$ cat config.mk
export PLATFORM = sky130hd
export DESIGN_NAME = hansen_fetch_unit
export DESIGN_NICKNAME = d
export VERILOG_FILES = /design/src/rtl/hansen_fetch_unit.sv
export SDC_FILE = /design/constraint.sdc
export NUM_CORES = 1
export LEC_CHECK = 0
export ABC_AREA = 1
export BUFFER_PORTS_ARGS = -buffer_cell sky130_fd_sc_hd__buf_4
export CAP_MARGIN = 20
export CORE_MARGIN = 2
export CORE_UTILIZATION = 35
export DETAILED_ROUTE_END_ITERATION = 8
export GPL_TIMING_DRIVEN = 1
export PLACE_DENSITY = 0.62
export SETUP_SLACK_MARGIN = 0.4
export SYNTH_ARGS = -nofsm -noshare
export SYNTH_HDL_FRONTEND = slang
export SYNTH_SLANG_ARGS = --single-unit
$ cat constraint.sdc
create_clock -name clk -period 5.8 [get_ports clk]
set_clock_uncertainty 0.1 [all_clocks]
set_input_delay 0.29 -clock clk [delete_from_list [all_inputs] [get_ports clk]]
set_output_delay 0.29 -clock clk [all_outputs]
set_load 0.01 [all_outputs]
$ cat src/rtl/hansen_fetch_unit.sv
// Instruction-fetch front end: credit-limited request/grant port, in-order responses,
// DEPTH-entry {pc, instr} prefetch queue drained by decode, flush-and-drop on redirect.
module hansen_fetch_unit #(
  parameter int unsigned     XLEN     = 32,
  parameter int unsigned     DEPTH    = 4,
  parameter logic [XLEN-1:0] RESET_PC = '0
) (
  input  logic            clk,
  input  logic            reset,
  output logic            imem_req,
  output logic [XLEN-1:0] imem_addr,
  input  logic            imem_gnt,
  input  logic            imem_rvalid,
  input  logic [31:0]     imem_rdata,
  input  logic            redirect_valid,
  input  logic [XLEN-1:0] redirect_pc,
  output logic            out_valid,
  input  logic            out_ready,
  output logic [XLEN-1:0] out_pc,
  output logic [31:0]     out_instr
);

  localparam int unsigned     CW      = $clog2(DEPTH + 1);
  localparam int unsigned     AW      = $clog2(DEPTH);
  localparam logic [CW:0]     DEPTH_W = (CW + 1)'(DEPTH);
  localparam logic [XLEN-1:0] PC_STEP = XLEN'(4);

  logic [XLEN-1:0] fetch_pc_q, fetch_pc_d;
  logic [XLEN-1:0] resp_pc_q, resp_pc_d;
  logic [CW-1:0]   count_q, count_d;
  logic [CW-1:0]   inflight_q, inflight_d;
  logic [CW-1:0]   drop_cnt_q, drop_cnt_d;
  logic [AW-1:0]   rd_ptr_q, rd_ptr_d;
  logic [AW-1:0]   wr_ptr_q, wr_ptr_d;

  logic [XLEN-1:0] pc_mem    [DEPTH];
  logic [31:0]     instr_mem [DEPTH];

  logic grant, rsp, push, pop;

  // Queue entries plus outstanding requests never exceed DEPTH, so every response has a slot.
  assign imem_req  = !reset && !redirect_valid &&
                     (({1'b0, count_q} + {1'b0, inflight_q}) < DEPTH_W);
  assign imem_addr = fetch_pc_q;
  assign grant     = imem_req && imem_gnt;
  assign rsp       = imem_rvalid && (inflight_q != '0);
  assign push      = rsp && (drop_cnt_q == '0) && !redirect_valid;

  // Decode side: valid/ready, head transfers when out_valid && out_ready; a redirect voids it.
  assign out_valid = (count_q != '0);
  assign pop       = out_valid && out_ready && !redirect_valid;
  assign out_pc    = out_valid ? pc_mem[rd_ptr_q]    : '0;
  assign out_instr = out_valid ? instr_mem[rd_ptr_q] : '0;

  always_comb begin
    fetch_pc_d = fetch_pc_q;
    resp_pc_d  = resp_pc_q;
    count_d    = count_q;
    inflight_d = inflight_q;
    drop_cnt_d = drop_cnt_q;
    rd_ptr_d   = rd_ptr_q;
    wr_ptr_d   = wr_ptr_q;
    if (redirect_valid) begin
      fetch_pc_d = redirect_pc;
      resp_pc_d  = redirect_pc;
      count_d    = '0;
      rd_ptr_d   = '0;
      wr_ptr_d   = '0;
      inflight_d = inflight_q - CW'(rsp);
      drop_cnt_d = inflight_q - CW'(rsp);
    end else begin
      if (grant) fetch_pc_d = fetch_pc_q + PC_STEP;
      inflight_d = inflight_q + CW'(grant) - CW'(rsp);
      if (rsp && (drop_cnt_q != '0)) drop_cnt_d = drop_cnt_q - CW'(1);
      if (push) begin
        resp_pc_d = resp_pc_q + PC_STEP;
        wr_ptr_d  = wr_ptr_q + AW'(1);
      end
      if (pop) rd_ptr_d = rd_ptr_q + AW'(1);
      count_d = count_q + CW'(push) - CW'(pop);
    end
  end

  always_ff @(posedge clk or posedge reset) begin
    if (reset) begin
      fetch_pc_q <= RESET_PC;
      resp_pc_q  <= RESET_PC;
      count_q    <= '0;
      inflight_q <= '0;
      drop_cnt_q <= '0;
      rd_ptr_q   <= '0;
      wr_ptr_q   <= '0;
    end else begin
      fetch_pc_q <= fetch_pc_d;
      resp_pc_q  <= resp_pc_d;
      count_q    <= count_d;
      inflight_q <= inflight_d;
      drop_cnt_q <= drop_cnt_d;
      rd_ptr_q   <= rd_ptr_d;
      wr_ptr_q   <= wr_ptr_d;
    end
  end

  // Payload storage needs no reset: entries are only read while count_q covers them.
  always_ff @(posedge clk) begin
    if (push) begin
      pc_mem[wr_ptr_q]    <= resp_pc_q;
      instr_mem[wr_ptr_q] <= imem_rdata;
    end
  end

endmodule

* Word level (Yosys, flattened, before mapping)
Memories as Yosys holds them, arrays and structs flattened.
Index checks and enable logic that the tools add are counted.
** Storage, ports and cells
- Logic and storage cells :: 56
- Latch bits :: 0
- Memories kept :: 2
- Memory bits (read-only) :: 0
- Output and inout port bits :: 98
- Input port bits :: 70
- Register bits after elaboration :: 77
- Memory bits (writable) :: 256
** Operators by class
- Multiplexer cells :: 16
- Div/mod/pow operators :: 0
- Bitwise operators :: 0
- Reductions and logical operators :: 19
- $add $sub $neg :: 11
- $lt $le $gt $ge :: 1
- Shift operators :: 0
- $mul :: 0
- Equal/unequal tests :: 0
** Memories
- instr_mem :: depth 4, bits a word 32, rd ports 1, clocked after Yosys merged registers in 0, wr ports 1, RTL line 37 : logic [31:0] instr_mem [DEPTH];
- pc_mem :: depth 4, bits a word 32, rd ports 1, clocked after Yosys merged registers in 0, wr ports 1, RTL line 36 : logic [XLEN-1:0] pc_mem [DEPTH];
** Operators with widths (count)
- 2-to-1 mux 32 bit :: 6
- adder 32 x 3 -> 32 bit (second input constant) :: 2
- 2-to-1 mux 3 bit :: 4
- logical AND 1 bit :: 9
- nonzero test 3 bit :: 3
- subtractor 3 x 1 -> 3 bit :: 3
- 2-to-1 mux 2 bit :: 4
- nonzero test 2 bit :: 4
- adder 3 x 1 -> 3 bit :: 2
- adder 2 x 1 -> 2 bit (second input constant) :: 2
- adder 3 x 3 -> 4 bit :: 1
- less-than comparator 4 x 3 -> 1 bit (second input constant) :: 1
- logical NOT 3 bit :: 1
- subtractor 3 x 1 -> 3 bit (second input constant) :: 1
- logical NOT 1 bit :: 2
- 2-to-1 mux 1 bit :: 2

* Logic depth before layout (Yosys ltp)
Gate-level depths: netlist of the first run.
- Word-level depth :: 7
- Depth in mapped cells :: 14
- Depth with buffers taken out :: 13

* Worst setup path after synthesis of the first run
Ideal clock, no wire load.
- Kind :: register -> register
- Start :: register drop_cnt_q[0]
- End :: memory instr_mem[0][0], enable pin
- Required time :: 5214 ps
- Data arrival time :: 3683 ps
- Cell stages (with the launch flop) :: 7
- Path slack :: 1531 ps
- Path buffers :: 0
- Period minus slack after synthesis :: 4269 ps
- Path through :: dfrtp_1 > inv_1 > ha_1 > nand2_1 > nor2_4 > nand2_4 > nor2_1
** Between the ends
- Word-level cells in the longest chain between the ends :: 5
** Ends and longest elaborated chain
- from (decl) :: RTL line 32 : logic [CW-1:0] drop_cnt_q, drop_cnt_d;
- from (signal assigned) :: RTL line 98 : drop_cnt_q <= drop_cnt_d;
- logical NOT 3 bit :: RTL line 47 : assign push = rsp && (drop_cnt_q == '0) && !redirect_valid;
- logical AND 1 bit (2 in series) :: RTL line 47
- 2-to-1 mux 1 bit :: RTL line 106 : if (push) begin
- 2-to-1 mux 1 bit (implied by the code) :: RTL line 108 : instr_mem[wr_ptr_q] <= imem_rdata;
- to (decl) :: RTL line 37
No other way between the ends.

* Worst setup path after layout of the first run
- Start :: register rd_ptr_q[0]
- End :: output port out_pc[18]
** Between the ends
- Word-level cells in the longest chain between the ends :: 2
** Ends and longest elaborated chain
- from (decl) :: RTL line 33 : logic [AW-1:0] rd_ptr_q, rd_ptr_d;
- from (signal assigned) :: RTL line 99 : rd_ptr_q <= rd_ptr_d;
- memory (4 x 32 bit)
- 2-to-1 mux 32 bit :: RTL line 52 : assign out_pc = out_valid ? pc_mem[rd_ptr_q] : '0;
- to (decl) :: RTL line 19 : output logic [XLEN-1:0] out_pc,
No other way between the ends.

==> flow_metrics.py, run 1 <==
metrics = {
    "detailed_routing": {
        "initialDrtViolationCount": 802,
        "vias": 11500,
        "via_per_inst": 4.88,
        "drt_pass1_iterations": 5,
        "ant_nets": 0,
        "drc": 0,
        "routed_wl_um": 39300,
        "routedWlPerCell_um": 16.7,
    },
    "timing": {
        "fin_ws_ns": 2.46,
        "holdWs_ns": 0.0354,
        "rsz0062_at_grt": "false",
        "finalHoldViolations": 0,
        "setup_viol": 0,
        "tns_ns": 0,
        "slew_headroom_pct": 27.7,
        "slew_viol_final": 0,
        "period_needed_ns": 3.34,
        "fin_crit_sh_pct": 57.5,
        "fmax_mhz": 300,
        "tightest_slew_ns": 1.08,
    },
    "floorplan": {
        "die-area_um2": 45100,
        "std_cell_rows": 76,
        "core_um2": 43000,
        "die_h_um": 212,
        "ios": 168,
        "start_util_pct": 35.4,
        "die_w_um": 212,
    },
    "critical_path": {
        "crit_path_start_kind": "flop",
        "slowest_delay_ns": 0.87,
        "worstPathArrival_ns": 2.95,
        "path_cells": "buf_4 -> nor2_1 -> nor2_1 -> o21ai_0 -> a21oi_1 -> buf_4",
        "slowest_stage": "buf_4",
        "r2r_slack_ns": 2.56,
        "worstReg2RegEnd": "count_q[2]",
        "end_kind": "primary output",
        "required_ns": 5.41,
        "r2r.worst_path.cells": 13,
        "worst-setup-path-type": "reg2out",
        "reg2reg_from": "count_q[1]",
        "cp_max_fo": 98,
    },
    "clocking": {
        "cts_sinks": 333,
        "post_cts_buffers": 0,
        "cts_buffer_depth": 3,
        "clkLatencyLatePin_ns": 0.54,
        "clkSlewWorstSetupHoldPaths_ns": 0.06,
        "cts_root_buf": "clkbuf_16",
        "cts_buffers": 37,
        "h-tree-depth": 2,
        "cts_resized": 0,
        "cts_tree": "done",
    },
    "global_routing": {
        "grt_use_met1_pct": 24.1,
        "antenna_found_initial": 0,
        "grt_pass1_wl_um": 61600,
        "met2_usage_pct": 28.8,
        "top_usage_layer": "met2",
        "track_usage_pct": 17.5,
        "grt_max_degree": 99,
        "grt_pass1_vias": 11300,
        "met3_usage_pct": 3.10,
        "grt_remaining_overflow": 0,
    },
    "logic_synthesis": {
        "synthDistinctLibCells": 42,
        "syn_area_per_cell_um2": 9.90,
        "yosysMostFrequentCell": "nor2_1",
        "synthesis.instances": 1536,
        "synth-edff-count": 256,
        "synthArstFlopShare_pct": 23.1,
        "yosysTopAreaCellShare_pct": 50.5,
        "synth_top_cell_by_area": "edfxtp_1",
        "syn_nets": 1624,
        "synth.top_cells.by_count": "344 x nor2_1, 276 x nand2_1, 256 x edfxtp_1",
        "ys_seq_area_share_pct": 63.2,
        "synth.area.top_cells": "edfxtp_1 51%, dfrtp_1 13%, nor2_1 8.5%, nand2_1 6.8%, o21ai_0 5.1%",
        "ys.flop_type": "edfxtp_1",
        "ys_warn_count": 0,
        "synth_seq_cells": 333,
        "syn_area_um2": 15200,
    },
    "worst_hold_path": {
        "hold_path.startpoint": "redirect_pc[8]",
        "min_path_cells": 3,
        "hold-path-endpoint": "imem_addr[8]",
        "hold_class": "in2reg",
    },
    "place": {
        "place.gp.congestion": 0.870,
        "dp_cells": 2231,
        "dp_slack_ns": 2.53,
        "dp_hpwl_um": 23400,
        "port_buffers": 167,
    },
    "status": {
        "status": "finished clean",
    },
    "finish": {
        "area.growth.synth_to_final_pct": 23.8,
        "finalNetCount": 1836,
        "stdcell_count": 2362,
        "drive_gt1_share_pct": 15.5,
        "antenna_cells": 0,
    },
    "run": {
        "max_cap_viol_count": 0,
    },
    "power_and_ir_drop": {
        "finalPower_mw": 7.42,
        "peakVddDrop_mv": 0.194,
        "leakage_nw": 7.40,
        "p_per_area_nw_per_um2": 394,
    },
}
## cell families after synthesis
group / share of synthesized area, %
adders and majority gates: 1.58
AOI/OAI and AO/OA: 9.12
and+or+nand+nor: 20.2
xor gates and xnor gates: 1.15
buffers and inverters: 4.76
DFF: 63.2
## layer usage
layer | wire length [um] | part of all wire [%]
met5 | 0 | 0
met4 | 689 | 1.8
met3 | 2400 | 6.1
met2 | 18300 | 47
met1 | 18000 | 46
## state kept, by name, summed over array words and instances, names as in the netlist
name        count
imem_addr      32
wr_ptr_q        2
rd_ptr_q        2
inflight_q      3
instr_mem     128
count_q         3
drop_cnt_q      3
resp_pc_q      32
pc_mem        128
## area by class of cell
cell class,instances,area (um2)
multi-input cells,1043,4910
clock inverters,20,260
flip-flops and latches,333,9620
inverters,93,357
fillers,4044,24100
well taps,585,732
repair buffers,240,1970
clock buffers,48,988
## where the power goes
part,switching (mW),total [mW],internal [mW]
Clock,0.949,2.39,1.44
Combinational,1.23,1.99,0.767
Sequential,0.252,3.04,2.79
## worst max path at each step
stage | from | to | slack [ns] | cells past startpoint
finish | rd_ptr_q[0] | out_pc[18] | 2.46 | 6
floorplan | drop_cnt_q[0] | instr_mem[0][0] | 1.53 | 6
CTS | rd_ptr_q[0] | out_instr[2] | 2.08 | 5
global route | rd_ptr_q[0] | out_pc[18] | 2.23 | 6
global placement | count_q[1] | count_q[2] | 2.55 | 13
detailed placement | count_q[1] | count_q[2] | 2.53 | 13
## timing repair
item / 4_1_cts / 5_1_grt
endpoints found under the hold margin: 197 / 0
endpoints found under the setup margin: 0 / 0
hold buffers: 62 / 0
## cells in the final DEF, fill, tap and decap left out, types with 2 or more instances in the layout
cell	instances
nor2_1	339
nand2_1	276
edfxtp_1	256
buf_4	177
o21ai_0	155
inv_1	85
a21oi_1	82
dfrtp_1	75
nand3_1	69
dlygate4sd3_1	62
clkbuf_16	38
xor2_1	17
ha_1	16
nor3_1	10
clkbuf_1	10
o211ai_1	9
nor2_4	9
nor2_2	7
o21ai_1	6
clkinv_1	6
inv_2	5
o21bai_1	5
or2_2	5
nand4_1	5
nand3b_1	5
a31oi_1	5
bufinv_16	5
clkinv_2	4
nand3_2	4
xnor2_1	3
nand2_4	3
o21ai_2	2
o221ai_1	2
clkinv_4	2
fa_1	2
inv_6	2
clkinvlp_4	2
## per-stage QoR
| step | util [%] | instance area [um2] |
|---|---|---|
| after floorplan | - | 15200 |
| after global placement | 39.4 | 16900 |
| after detailed placement | 39.4 | 16900 |
| after CTS | 43.8 | 18800 |
| after global routing | 43.8 | 18800 |
| final | 43.8 | 18800 |
## worst max-delay path, delay by kind of cell (launching register included)
family	cells	cell delay, ns
buffers and inverters	2	1.06
flip-flops	1	0.67
AO/OA/AOI/OAI	2	0.41
AND/OR/NAND/NOR	2	0.22
No activity file was read; power rests on OpenSTA's default activity.
==> run 2: changes to the inputs <==
--- a/config.mk
+++ b/config.mk
@@ -5,7 +5,7 @@
 export SDC_FILE = /design/constraint.sdc
 export NUM_CORES = 1
 export LEC_CHECK = 0
-export ABC_AREA = 1
+export ABC_AREA = 0
 export BUFFER_PORTS_ARGS = -buffer_cell sky130_fd_sc_hd__buf_4
 export CAP_MARGIN = 20
 export CORE_MARGIN = 2
==> constraint.sdc (replaced) <==
create_clock -name clk -period 3.4 [get_ports clk]
set_clock_uncertainty 0.1 [all_clocks]
set_input_delay 0.17 -clock clk [delete_from_list [all_inputs] [get_ports clk]]
set_output_delay 0.17 -clock clk [all_outputs]
set_load 0.01 [all_outputs]
==> flow_metrics.py, run 2 <==
metrics = {
    "clocking": {
        "cts_root_buf": "clkbuf_16",
        "cts_buffer_depth": 3,
        "h-tree-depth": 2,
        "clkLatencyLatePin_ns": 0.52,
        "post_cts_buffers": 0,
        "cts_buffers": 36,
        "cts_sinks": 333,
        "cts_tree": "done",
        "clkSlewWorstSetupHoldPaths_ns": 0.06,
    },
    "power_and_ir_drop": {
        "p_per_area_nw_per_um2": 658,
        "p_comb_share_pct": 28.2,
        "power_frac_seq_pct": 41.8,
        "swShare_pct": 29.7,
        "p_sw_mw": 3.57,
        "peakVddDrop_mv": 0.372,
        "leakage_nw": 6.55,
        "pwr-share-clk_pct": 30.0,
        "p_int_mw": 8.43,
    },
    "timing": {
        "tightest_slew_ns": 0.940,
        "rsz0062_at_grt": "true",
        "holdWs_ns": 0.0573,
        "slew_viol_final": 0,
        "finalHoldViolations": 0,
        "slew_headroom_pct": 37.2,
        "setup_viol": 0,
        "period_needed_ns": 2.91,
        "fin_crit_sh_pct": 85.6,
        "fin_ws_ns": 0.490,
        "fmax_mhz": 344,
        "tns_ns": 0,
    },
    "detailed_routing": {
        "vias": 9336,
        "drc": 0,
        "routedWlPerCell_um": 19.5,
        "ant_nets": 0,
        "routed_wl_um": 34200,
        "initialDrtViolationCount": 680,
        "via_per_inst": 5.32,
        "drt_pass1_iterations": 6,
    },
    "logic_synthesis": {
        "ys.flop_type": "edfxtp_1",
        "ys_warn_count": 0,
        "synth.area.top_cells": "edfxtp_1 53%, dfrtp_1 13%, mux4_2 10%, and2_1 3.2%, ha_1 1.4%",
        "syn_area_um2": 14500,
        "ys_seq_area_share_pct": 66.4,
        "synth.top_cells.by_count": "256 x edfxtp_1, 77 x dfrtp_1, 73 x and2_1",
        "syn_nets": 1038,
        "yosysTopAreaCellShare_pct": 53.1,
        "yosysMostFrequentCell": "edfxtp_1",
        "synthesis.instances": 950,
        "synth-edff-count": 256,
        "syn_area_per_cell_um2": 15.2,
        "synth_seq_cells": 333,
        "synthDistinctLibCells": 60,
        "synthArstFlopShare_pct": 23.1,
        "synth_top_cell_by_area": "edfxtp_1",
    },
    "critical_path": {
        "path_cells": "ha_2 -> or4b_4 -> nor2_8 -> inv_2 -> ha_4 -> inv_2 -> ha_4 -> fa_2 -> xor2_1 -> o21ai_1 -> xor2_1",
        "worstPathArrival_ns": 3.25,
        "reg2reg_from": "inflight_q[2]",
        "r2r_slack_ns": 0.49,
        "crit_path_start_kind": "flop",
        "worstSetupPathDepth": 11,
        "cp_top_family": "adder cells",
        "slowest_stage": "or4b_4",
        "worstReg2RegEnd": "inflight_q[2]",
        "worst-setup-path-type": "reg2reg",
        "path_buf_inv": 2,
        "cp_max_fo": 5,
        "required_ns": 3.74,
        "slowest_delay_ns": 0.58,
        "r2r.worst_path.cells": 11,
        "end_kind": "flop",
    },
    "finish": {
        "multiInputGateArea_um2": 4600,
        "finalNetCount": 1285,
        "fin_util_pct": 44.7,
        "layout_common_cells": "256 x edfxtp_1, 191 x buf_4, 75 x dfrtp_1",
        "antenna_cells": 0,
        "fin_area_um2": 18200,
        "fillers": 3632,
        "ff_latch_area_um2": 9620,
        "reg_top3": "instr_mem (128), pc_mem (128)",
        "drive_gt1_share_pct": 27.7,
        "final_common_cell": "edfxtp_1",
        "area.growth.synth_to_final_pct": 25.9,
    },
    "global_routing": {
        "grt_pass1_wl_um": 53700,
        "grt_pass1_vias": 9327,
        "grt_max_degree": 67,
        "grt_remaining_overflow": 0,
        "track_usage_pct": 15.7,
        "antenna_found_initial": 0,
    },
    "floorplan": {
        "die-area_um2": 43000,
        "die_h_um": 207,
        "std_cell_rows": 74,
        "start_util_pct": 35.5,
        "die_w_um": 207,
        "ios": 168,
        "core_um2": 40800,
    },
    "place": {
        "dp_slack_ns": 0.509,
        "place.gp.congestion": 0.862,
        "postPlaceCellArea_um2": 16500,
        "port_buffers": 167,
        "dp_hpwl_um": 22800,
    },
    "worst_hold_path": {
        "min_path_cells": 3,
        "hold_class": "in2reg",
        "hold-path-endpoint": "resp_pc_q[10]",
        "hold_path.startpoint": "redirect_pc[10]",
    },
    "status": {
        "status": "finished clean",
    },
    "run": {
        "max_cap_viol_count": 0,
    },
}
-- run 2: through the flow --
step / total power, mW / cells
2_1_floorplan: 6.97 / 950
3_3_place_gp: 8.44 / 1626
3_5_place_dp: 8.48 / 1626
4_1_cts: 12.2 / 1756
5_1_grt: 12.6 / 1756
6_report: 12.0 / 1756
-- run 2: worst min-delay path, stage by stage --
cell,delay (ns)
buf_4,0.07
nand2b_1,0.20
o311a_1,0.19
-- run 2: how the worst max path moves through the flow --
| stage | slack, ns | start | endpoint |
|---|---|---|---|
| final | 0.49 | inflight_q[2] | inflight_q[2] |
| after global routing | 0.38 | inflight_q[2] | inflight_q[2] |
| after CTS | 0.46 | inflight_q[0] | count_q[2] |
| after detailed placement | 0.51 | inflight_q[0] | count_q[2] |
| after global placement | 0.54 | inflight_q[0] | count_q[2] |
| after floorplan | 0.36 | inflight_q[2] | inflight_q[2] |
-- run 2: routing by layer --
metal	wire (um)	GRT usage, %	share of wire, %
met3	2350	2.78	6.9
met4	627	3.72	1.8
met1	15600	23.1	46
met5	0	0	0
met2	15600	24.3	46
-- run 2: cells by family after synthesis --
group / Yosys count / share of synthesized area (%)
compound gates: 111 / 5.41
buf+inv: 81 / 2.20
mux: 71 / 10.5
xor+xnor: 20 / 1.21
flops: 333 / 66.4
simple gates: 316 / 12.6
fa+ha+maj: 18 / 1.66
-- run 2: final cells by class --
cell class                      instances  share of cell area (%)
Clock buffer                           44                    5.11
Clock inverter                         21                   0.878
Inverter                               31                   0.645
Multi-Input combinational cell        536                    25.2
Sequential cell                       333                    52.8
Tap cell                              532                    3.65
Timing Repair Buffer                  259                    11.8
-- run 2: repair_timing --
action,in CTS,in global routing
gates resized for setup,0,1
hold buffers,65,0
endpoints found under the hold margin,237,0
setup endpoints to repair,0,2
-- run 2: power by group through the flow --
stage | Clock [mW] | Sequential, mW | Combinational [mW]
floorplan | 0 | 4.95 | 2.02
global placement | 0 | 5.08 | 3.36
detailed placement | 0 | 5.09 | 3.39
CTS | 3.70 | 5.01 | 3.46
global route | 3.86 | 5.06 | 3.71
finish | 3.60 | 5.02 | 3.38
==> run 3: changes to the inputs <==
==> constraint.sdc (replaced) <==
create_clock -name clk -period 2.71 [get_ports clk]
set_clock_uncertainty 0.1 [all_clocks]
set_input_delay 0.1355 -clock clk [delete_from_list [all_inputs] [get_ports clk]]
set_output_delay 0.1355 -clock clk [all_outputs]
set_load 0.01 [all_outputs]
==> flow_metrics.py, run 3 (synthesis results as in run 2) <==
metrics = {
    "finish": {
        "final_common_cell": "edfxtp_1",
        "area.growth.synth_to_final_pct": 35.1,
        "reg_top3": "instr_mem (128), pc_mem (128)",
        "finalNetCount": 1340,
        "layout_common_cells": "256 x edfxtp_1, 167 x buf_4, 72 x dfrtp_1",
        "drive_gt1_share_pct": 35.4,
        "fillers": 3493,
        "antenna_cells": 0,
    },
    "clocking": {
        "clkLatencyLatePin_ns": 0.53,
        "cts_sinks": 333,
        "cts_buffer_depth": 3,
        "cts_buffers": 37,
        "clkSlewWorstSetupHoldPaths_ns": 0.06,
        "cts_root_buf": "clkbuf_16",
        "h-tree-depth": 2,
        "cts_tree": "done",
    },
    "detailed_routing": {
        "ant_nets": 0,
        "initialDrtViolationCount": 648,
        "routedWlPerCell_um": 20.2,
        "via_per_inst": 5.31,
        "vias": 9629,
        "routed_wl_um": 36500,
        "drt_pass1_iterations": 5,
        "drc": 0,
    },
    "critical_path": {
        "cp_max_fo": 3,
        "worstPathArrival_ns": 3.00,
        "r2r.worst_path.cells": 11,
        "reg2reg_from": "count_q[2]",
        "crit_path_start_kind": "flop",
        "required_ns": 3.06,
        "endpoint": "inflight_q[2]",
        "worst-setup-path-type": "reg2reg",
        "setup.worst_path.start": "count_q[2]",
        "end_kind": "flop",
        "r2r_slack_ns": 0.06,
        "worstReg2RegEnd": "inflight_q[2]",
    },
    "floorplan": {
        "std_cell_rows": 74,
        "die_w_um": 207,
        "die_h_um": 207,
        "core_um2": 40800,
        "start_util_pct": 35.5,
        "ios": 168,
        "die-area_um2": 43000,
    },
    "timing": {
        "setup_viol": 0,
        "fmax_mhz": 377,
        "rsz0062_at_grt": "true",
        "finalHoldViolations": 0,
        "slew_viol_final": 0,
        "fin_crit_sh_pct": 97.8,
        "period_needed_ns": 2.65,
        "tightest_slew_ns": 0.790,
        "tns_ns": 0,
        "slew_headroom_pct": 46.8,
    },
    "global_routing": {
        "grt_max_degree": 82,
        "antenna_found_initial": 1,
        "grt_use_met1_pct": 24.0,
        "grt_pass1_wl_um": 56600,
        "grt_pass1_vias": 9662,
        "grt_remaining_overflow": 0,
        "met3_usage_pct": 3.19,
        "top_usage_layer": "met2",
        "met2_usage_pct": 26.3,
        "track_usage_pct": 16.7,
    },
    "worst_hold_path": {
        "hold_class": "in2reg",
    },
    "place": {
        "place.gp.congestion": 0.890,
        "dp_hpwl_um": 22700,
        "port_buffers": 167,
    },
    "power_and_ir_drop": {
        "p_per_area_nw_per_um2": 880,
        "leakage_nw": 7.14,
        "finalPower_mw": 17.2,
        "peakVddDrop_mv": 0.571,
    },
    "status": {
        "status": "finished clean",
    },
    "run": {
        "max_cap_viol_count": 0,
    },
}
run 3: layer usage:
| metal | vias up | wire [um] |
|---|---|---|
| met1 | 4857 | 16500 |
| met3 | 45 | 2470 |
| li1 | 4373 | - |
| met4 | 2 | 535 |
| met5 | - | 8 |
| met2 | 352 | 17100 |
run 3: report_power, final:
group	leakage [nW]	total [mW]	internal (mW)	switching (mW)
clock	0.595	4.91	2.85	2.06
sequential	3.22	6.19	5.86	0.329
combinational	3.33	6.13	3.46	2.67
run 3: worst min path at each step:
stage                        start               to  slack [ns]  cells after the start
floorplan            imem_rdata[0]  instr_mem[0][0]        0.13                      0
global placement             reset     imem_addr[6]        0.18                      2
detailed placement           reset     imem_addr[4]        0.19                      2
CTS                 redirect_valid       count_q[2]        0.03                      3
global route        redirect_valid       count_q[2]        0.07                      3
finish                    imem_gnt    imem_addr[22]        0.06                      4
run 3: area by class of cell:
cell class                      count  area [um2]  area share (%)
Tap cell                          532         666            3.40
Clock inverter                     26         231            1.18
Sequential cell                   333        9620            49.2
Multi-Input combinational cell    536        4780            24.4
Clock buffer                       42         986            5.04
Inverter                           31         120           0.614
Timing Repair Buffer              313        3160            16.2
run 3: through the flow:
step / cell area (um2) / util (%) / hold slack, ns / setup WS [ns] / std cells
2_1_floorplan: 14500 / - / 0.134 / -0.331 / 950
3_3_place_gp: 16800 / 41.1 / 0.184 / -0.0108 / 1650
3_5_place_dp: 16800 / 41.1 / 0.186 / -0.0459 / 1650
4_1_cts: 19300 / 47.3 / 0.0277 / 0.0269 / 1806
5_1_grt: 19600 / 47.9 / 0.0674 / -0.0214 / 1813
6_report: 19600 / 47.9 / 0.0553 / 0.0603 / 1813
run 3: repair_timing:
item | in CTS | in global routing
setup buffers | 13 | 7
endpoints found under the hold margin | 227 | 0
pin swaps | 7 | 5
gates cloned | 8 | 0
endpoints found under the setup margin | 98 | 124
hold buffers | 67 | 0
gates resized for setup | 60 | 68
run 3: worst max-delay path: stages (launching register included):
cell     delay, ns
dfrtp_2       0.43
ha_4          0.17
or4b_4        0.53
nor2_8        0.12
inv_4         0.04
ha_4          0.25
inv_2         0.03
ha_4          0.14
fa_2          0.33
xor2_1        0.14
o21ai_1       0.14
xor2_1        0.14
